File: config.mk
export PLATFORM = sky130hd
export DESIGN_NAME = lc3_fetch_stage
export DESIGN_NICKNAME = d
export VERILOG_FILES = /design/src/rtl/lc3_pkg.sv /design/src/rtl/lc3_fetch_stage.sv
export SDC_FILE = /design/constraint.sdc
export NUM_CORES = 1
export LEC_CHECK = 0
export ABC_AREA = 1
export ABC_CLOCK_PERIOD_IN_PS = 2300
export BUFFER_PORTS_ARGS = -buffer_cell sky130_fd_sc_hd__buf_2
export CORE_UTILIZATION = 30
export DETAILED_ROUTE_END_ITERATION = 12
export GPL_TIMING_DRIVEN = 0
export SLEW_MARGIN = 20
export SYNTH_ARGS = -nofsm -noshare
export SYNTH_HDL_FRONTEND = slang
export SYNTH_SLANG_ARGS = --single-unit
export TNS_END_PERCENT = 10
File: constraint.sdc
create_clock -name clk -period 2.3 [get_ports clk]
set_clock_uncertainty 0.2 [all_clocks]
set_input_delay 0.115 -clock clk [delete_from_list [all_inputs] [get_ports clk]]
set_output_delay 0.115 -clock clk [all_outputs]
set_load 0.01 [all_outputs]
File: src/rtl/lc3_pkg.sv
// ---------------------------------------------------------------------------
// lc3_pkg
//  Definitions shared by the LC3 pipeline stages.
//  - lc3_word_t     : 16-bit machine word (instructions, addresses, data)
//  - LC3_RESET_PC   : PC loaded on reset
//  - OP_*           : opcode field values (instr[15:12]), shared with decode
//  - fetch_state_e  : fetch stage FSM states
// ---------------------------------------------------------------------------
package lc3_pkg;

   typedef logic [15:0] lc3_word_t;

   parameter lc3_word_t LC3_RESET_PC = 16'h3000;

   // Opcode field values, instr[15:12]
   localparam logic [3:0] OP_BR  = 4'b0000;
   localparam logic [3:0] OP_ADD = 4'b0001;
   localparam logic [3:0] OP_LD  = 4'b0010;
   localparam logic [3:0] OP_ST  = 4'b0011;
   localparam logic [3:0] OP_AND = 4'b0101;
   localparam logic [3:0] OP_LDR = 4'b0110;
   localparam logic [3:0] OP_STR = 4'b0111;
   localparam logic [3:0] OP_NOT = 4'b1001;
   localparam logic [3:0] OP_LDI = 4'b1010;
   localparam logic [3:0] OP_STI = 4'b1011;
   localparam logic [3:0] OP_JMP = 4'b1100;
   localparam logic [3:0] OP_LEA = 4'b1110;

   typedef enum logic [1:0] {
      S_REQ,    // issue a single-cycle request at pc
      S_WAIT,   // request outstanding, waiting for imem_ack
      S_HOLD    // instruction presented to decode, waiting for dec_ready
   } fetch_state_e;

endpackage

File: src/rtl/lc3_fetch_stage.sv
// ---------------------------------------------------------------------------
// lc3_fetch_stage
//  LC3 instruction fetch. Owns the PC, issues one non-overlapped request at a
//  time to instruction memory and hands {instruction, PC+1} to decode over a
//  valid/ready handshake. A downstream redirect (br_taken) loads a new PC and
//  squashes any fetch that is in flight or held for decode.
//
//  Optional build macro: LC3_FETCH_PERF_EN adds the fetch_cnt / squash_cnt
//  performance counters and their output ports.
//
//  Ports
//   clk             in   rising-edge clock
//   rst             in   synchronous, active-high reset
//   br_taken        in   redirect request (1-cycle pulse)
//   taddr           in   redirect target PC
//   imem_req        out  instruction memory read request (1 cycle)
//   imem_addr       out  read address (equals pc)
//   imem_ack        in   read data valid, honoured only in S_WAIT
//   imem_rdata      in   read data
//   enable_decode   out  instr_mem_dout / npc_out valid
//   dec_ready       in   decode accepts the current instruction
//   instr_mem_dout  out  fetched instruction
//   npc_out         out  PC+1 of the fetched instruction (wraps)
//   pc              out  current fetch PC
//   fetch_cnt       out  [LC3_FETCH_PERF_EN] instructions transferred to decode
//   squash_cnt      out  [LC3_FETCH_PERF_EN] fetches discarded by redirects
// ---------------------------------------------------------------------------
module lc3_fetch_stage
   import lc3_pkg::*;
#(
   parameter int                DATA_W   = 16,
   parameter logic [DATA_W-1:0] RESET_PC = LC3_RESET_PC
) (
   input  logic              clk,
   input  logic              rst,
   input  logic              br_taken,
   input  logic [DATA_W-1:0] taddr,
   output logic              imem_req,
   output logic [DATA_W-1:0] imem_addr,
   input  logic              imem_ack,
   input  logic [DATA_W-1:0] imem_rdata,
   output logic              enable_decode,
   input  logic              dec_ready,
   output logic [DATA_W-1:0] instr_mem_dout,
   output logic [DATA_W-1:0] npc_out,
   output logic [DATA_W-1:0] pc
`ifdef LC3_FETCH_PERF_EN
   ,
   output logic [31:0]       fetch_cnt,
   output logic [31:0]       squash_cnt
`endif
);

   localparam logic [DATA_W-1:0] ONE = {{(DATA_W-1){1'b0}}, 1'b1};

   fetch_state_e      state;
   logic              squash;   // the outstanding request belongs to a redirected-away path
   logic [DATA_W-1:0] pc_next;

   assign pc_next   = pc + ONE;   // wraps at 2^DATA_W, carry dropped
   assign imem_addr = pc;

   // NOTE: imem_req is decoded from the state register rather than registered
   // separately, so the request appears in the very first S_REQ cycle after
   // reset; masking with rst keeps it low while reset is held.
   assign imem_req  = (state == S_REQ) && !rst;

   always_ff @(posedge clk) begin
      if (rst) begin
         state          <= S_REQ;
         pc             <= RESET_PC;
         squash         <= 1'b0;
         enable_decode  <= 1'b0;
         instr_mem_dout <= '0;
         npc_out        <= '0;
      end else begin
         unique case (state)
            S_REQ: begin
               // The request went out this cycle no matter what; a redirect
               // now must discard whatever data it returns.
               if (br_taken) begin
                  pc     <= taddr;
                  squash <= 1'b1;
               end
               state <= S_WAIT;
            end

            S_WAIT: begin
               if (br_taken) begin
                  pc <= taddr;
                  if (imem_ack) begin
                     // Stale data consumed the outstanding request; refetch.
                     squash <= 1'b0;
                     state  <= S_REQ;
                  end else begin
                     squash <= 1'b1;
                  end
               end else if (imem_ack) begin
                  if (squash) begin
                     squash <= 1'b0;
                     state  <= S_REQ;
                  end else begin
                     instr_mem_dout <= imem_rdata;
                     npc_out        <= pc_next;
                     enable_decode  <= 1'b1;
                     state          <= S_HOLD;
                  end
               end
            end

            S_HOLD: begin
               // A redirect drops the held instruction even if decode is ready.
               if (br_taken) begin
                  pc            <= taddr;
                  enable_decode <= 1'b0;
                  state         <= S_REQ;
               end else if (enable_decode && dec_ready) begin
                  pc            <= pc_next;
                  enable_decode <= 1'b0;
                  state         <= S_REQ;
               end
            end

            default: state <= S_REQ;
         endcase
      end
   end

`ifdef LC3_FETCH_PERF_EN
   logic transfer;
   logic discard;

   assign transfer = (state == S_HOLD) && enable_decode && dec_ready && !br_taken;
   assign discard  = ((state == S_WAIT) && imem_ack && (squash || br_taken)) ||
                     ((state == S_HOLD) && br_taken);

   always_ff @(posedge clk) begin
      if (rst) begin
         fetch_cnt  <= '0;
         squash_cnt <= '0;
      end else begin
         if (transfer) fetch_cnt  <= fetch_cnt + 32'd1;
         if (discard)  squash_cnt <= squash_cnt + 32'd1;
      end
   end
`endif

endmodule

* After elaboration in Yosys (flattened, before gate mapping)
Cells that the tools add are included.
** Storage, ports and cells
- Flip-flop bits (word level) :: 52
- Input port bits :: 37
- Logic and storage cells :: 53
** Operators by class
- Add/subtract/negate cells :: 1
- Equality and inequality tests :: 9
- Muxes and demuxes :: 22
- Bitwise gates (word level) :: 2
- Reductions and logical operators :: 13
** Operators by type and width (count)
- 2-to-1 mux 16 bit :: 3
- one-hot mux 16 bit (2 select lines) :: 1
- adder 16 x 1 -> 16 bit, second input constant :: 1
- 2-to-1 mux 2 bit :: 6
- 2-to-1 mux 1 bit :: 9
- != test 2 bit, second input constant :: 4
- != test 3 bit, second input constant :: 2
- one-hot mux 2 bit (3 select lines) :: 1
- AND reduction 3 bit :: 2
- nonzero test 2 bit :: 3
- AND reduction 5 bit :: 1
- one-hot mux 1 bit (2 select lines) :: 2
- AND reduction 4 bit :: 1
- == test 2 x 1 -> 1 bit, second input constant :: 1
- == test 2 bit, second input constant :: 1
- logical AND 1 bit :: 2
- logical NOT 2 bit :: 1
- != test 2 x 1 -> 1 bit, second input constant :: 1
- NOT 1 bit :: 2
- AND reduction 2 bit :: 1
- OR reduction 2 bit :: 1
- logical NOT 1 bit :: 1

* Logic depth before layout (Yosys ltp)
- Depth after elaboration :: 4
- Gate-level depth with buffers :: 10

* Worst setup path after synthesis
OpenSTA, ideal clock, no wires.
- Path kind :: register to register
- Start point :: register pc[0], in the netlist imem_addr[0]
- End point :: register npc_out[10]
- Data arrival time :: 1.356 ns
- Required time :: 1.987 ns
- Path slack :: 0.631 ns
- Stages on the path, launching flop included :: 8
- Path buffers :: 0
- Period minus slack after synthesis :: 1.669 ns
- Cells stage by stage :: dfxtp_1 > ha_1 > nand2_1 > nor2_4 > nand2_1 > xor2_1 > o21ai_1 > inv_1
** Between the ends
- Longest elaborated chain between the ends :: 1
** Ends and longest elaborated chain
- start, declared :: RTL line lc3_fetch_stage.sv:46 : output logic [DATA_W-1:0] pc
- start signal, assigned :: RTL line lc3_fetch_stage.sv:82 : pc <= taddr;
- start signal, assigned :: RTL line lc3_fetch_stage.sv:90 : pc <= taddr;
- start signal, assigned :: RTL line lc3_fetch_stage.sv:114 : pc <= taddr;
- adder 16 x 1 -> 16 bit :: RTL line lc3_fetch_stage.sv:60 : assign pc_next = pc + ONE;
- end signal, assigned :: RTL line lc3_fetch_stage.sv:104 : npc_out <= pc_next;
- end, declared :: RTL line lc3_fetch_stage.sv:45 : output logic [DATA_W-1:0] npc_out,
Every way passes these cells.
A chain may end at the register's enable or synchronous reset.

* Worst setup path after layout
- Start point :: register pc[0], in the netlist imem_addr[0]
- End point :: register pc[6], in the netlist imem_addr[6]
** Between the ends
- Longest elaborated chain between the ends :: 4
** Ends and longest elaborated chain
- adder 16 x 1 -> 16 bit :: RTL line lc3_fetch_stage.sv:60
- 2-to-1 mux 16 bit :: RTL line lc3_fetch_stage.sv:117 : end else if (enable_decode && dec_ready) begin
- 2-to-1 mux 16 bit :: RTL line lc3_fetch_stage.sv:113 : if (br_taken) begin
- one-hot mux 16 bit (2 select lines) :: RTL line lc3_fetch_stage.sv:77 : unique case (state)
Every way passes these cells. The select of a mux whose other input is x is not followed.

==> flow_summary.yaml <==
placement:
  preCtsSetupSlack_ns: 0.430
  dp_hpwl_mm: 5.68
  portBuffers: 102
  gp_congestion: 0.866
  placed_area_um2: 3270
  dp.cells: 584
logic_synthesis:
  syn_nets: 415
  synthesis.area_um2: 2630
  yosysWarnings: 0
  ys_ff_latch: 52
  yosysTopAreaCell: "dfxtp_1"
  seq_area_frac_synth: 0.396
  yosys-top-cells-area: "dfxtp_1, nor2_1, nand2_1, o21ai_0, inv_1"
  syn_area_per_cell_um2: 6.97
  synth.distinct_cells: 31
  syn_inst: 377
  synth_top_area_frac: 0.396
flow_run:
  maxCapViolations: 0
layout:
  multi_input_area_um2: 1180
  antennaDiodeCount: 0
  fin_cells: 628
  fillers: 900
  drive_gt1_frac: 0.291
  design_area_um2: 3720
  area.sequential_um2: 1040
  syn_to_final_growth_pct: 41.7
  layout.nets: 560
  finish.utilization: 0.446
clock_network:
  cts_hold_buf: 36
  cts_max_level: 2
  cts_made_buffers: 5
  post_cts_resized: 0
  root_buffer: "clkbuf_8"
  post-cts-setup-buffers: 0
  clock-sinks: 52
  insertion_delay_ns: 0.31
  cts_buffer_depth: 2
  cts_tree: "done"
  path_clk_slew_ns: 0.09
routing:
  ant_nets: 0
  drc: 0
  wl_mm: 7.79
  drtIter0Drc: 149
  viasPerCell: 4.37
  num_vias: 2743
  drt-pass1-iter-count: 4
  routedWlPerCell_um: 12.4
global_routing:
  grt_max_degree: 16
  grt_pass1_wl_mm: 12.0
  grt_overflow: 0
  grt_util_met1: 0.228
  antenna_found_initial: 0
  use_met2: 0.284
  grt_usage: 0.175
  grt_pass1_vias: 2490
  met3_usage: 0.0327
  grt_busiest_layer: "met2"
floorplanning:
  die_h_um: 95.6
  core-area_um2: 8340
  dieArea_um2: 9130
  initial_core_util: 0.315
  die_x_um: 95.6
  rows: 33
  ios: 103
critical_path:
  slowest_stage: "dfxtp_1"
  worstSetupPathType: "flip-flop to flip-flop"
  path_max_fanout: 10
  cp.required_ns: 2.35
  crit_path_end_kind: "flip-flop"
  max_stage_delay_ns: 0.52
  critPathArrivalTime_ns: 1.93
  cp-start-kind: "flip-flop"
  crit_chain: "ha_1 > nand2_1 > nor2_4 > xor2_1 > nand2_1 > a21oi_1"
  rr_endpoint: "imem_addr[6]"
  reg2reg_from: "imem_addr[0]"
  reg2reg_slack_ns: 0.41
  r2r_cells: 6
  cp_common_cell: "nand2_1"
sta:
  relSlewSlack: 0.677
  slew_viol_final: 0
  period_minus_slack_ns: 1.89
  setup_ws_ns: 0.413
  max_freq_ghz: 0.530
  fin_tns_setup_ns: 0
  finalCritPeriodShare: 0.820
  report.final.setup_viol: 0
  fin_hold_ws_ns: 0.287
  final_hold_viol_count: 0
  rsz0062_at_grt: "no"
  worst_slew_pin_slew_ns: 0.484
power:
  power.total_mw: 1.98
  p_leak_nw: 1.98
  ir_drop_mv: 0.235
  power_density_nw_per_um2: 531
min_path:
  hp-class: "flip-flop to flip-flop"
  hold_end: "instr_mem_dout[6]"
  hold_depth: 2
  min_from: "instr_mem_dout[6]"
run_status:
  status: "finished clean"
[synth_stat cells]
cell      instances
inv_4             1
ha_1              1
o21ai_1           8
mux2i_1           1
inv_2             2
xnor2_1           1
nand2_4           2
a21o_1            2
clkinv_2          1
o211a_1           1
a21oi_1          16
buf_6             6
o211ai_1          1
clkbuf_1          4
nand2_2           2
buf_2             1
dfxtp_1          52
nor3_1            2
o21ai_0          45
xor2_1            6
inv_1            39
o21ai_2           3
nor2_2            2
nand4_1           3
nand2_1          62
buf_4            19
buf_1             1
nor2_1           76
clkbuf_2          1
nor2_4            3
nand3_1          13
[registers in the layout, summed over array words and instances (netlist names)]
signal          cells
enable_decode       1
imem_addr          16
instr_mem_dout     16
npc_out            16
squash              1
state               2
[how the worst max path moves through the flow]
stage	from	end	depth (start not counted)
floorplan	imem_addr[0]	npc_out[10]	7
global placement	imem_addr[0]	imem_addr[6]	6
detailed placement	imem_addr[0]	imem_addr[6]	6
CTS	imem_addr[0]	imem_addr[6]	6
global route	imem_addr[0]	imem_addr[4]	6
finish	imem_addr[0]	imem_addr[6]	6
[layout make-up]
class | instances | area share
plain buffers | 32 | 0.0642
clock buffers | 7 | 0.0232
clock inverters | 1 | 0.00202
inverters | 43 | 0.0444
multi-input cells | 250 | 0.317
flip-flops and latches | 52 | 0.280
well taps | 105 | 0.0353
repair buffers | 138 | 0.234
[critical path, delay by kind of cell (launching register included)]
kind            cells  cell delay (ns)
flops               1             0.52
simple gates        3             0.43
xor+xnor            1             0.30
fa+ha+maj           1             0.24
compound gates      1             0.14
[placed cells by master (no fill, tap or decap), drive strengths merged]
master,netlist,routed
ha,1,1
nand2,66,66
nor3,2,2
a21oi,16,16
buf,27,129
xor2,6,6
clkbuf,5,12
inv,42,42
nand3,13,13
mux2i,1,1
o21ai,56,56
dlygate4sd3,0,36
o211a,1,1
a21o,2,2
xnor2,1,1
dfxtp,52,52
nand4,3,3
clkinv,1,1
clkinvlp,0,1
o211ai,1,1
nor2,81,81
[power breakdown]
| part | switching, mW | internal, mW | total [mW] |
|---|---|---|---|
| Clock | 0.300 | 0.245 | 0.545 |
| Sequential | 0.0574 | 0.953 | 1.01 |
| Combinational | 0.213 | 0.207 | 0.420 |
| Total | 0.570 | 1.41 | 1.98 |
[metal layers]
layer	share of wire	vias up
met5	0	-
met4	0.017	0
met3	0.060	11
met2	0.47	80
met1	0.45	1197
li1	-	1455
[logic make-up (layout without fill, tap and decap cells)]
family | Yosys count | in the layout | synth area share
buffers and inverters | 75 | 221 | 0.154
AND/OR/NAND/NOR | 165 | 165 | 0.264
flip-flops | 52 | 52 | 0.396
adder cells (fa/ha/maj) | 1 | 1 | 0.00476
XOR/XNOR | 7 | 7 | 0.0233
AO/OA/AOI/OAI | 76 | 76 | 0.154
multiplexers | 1 | 1 | 0.00381
Power figures use the tool's default switching activity.
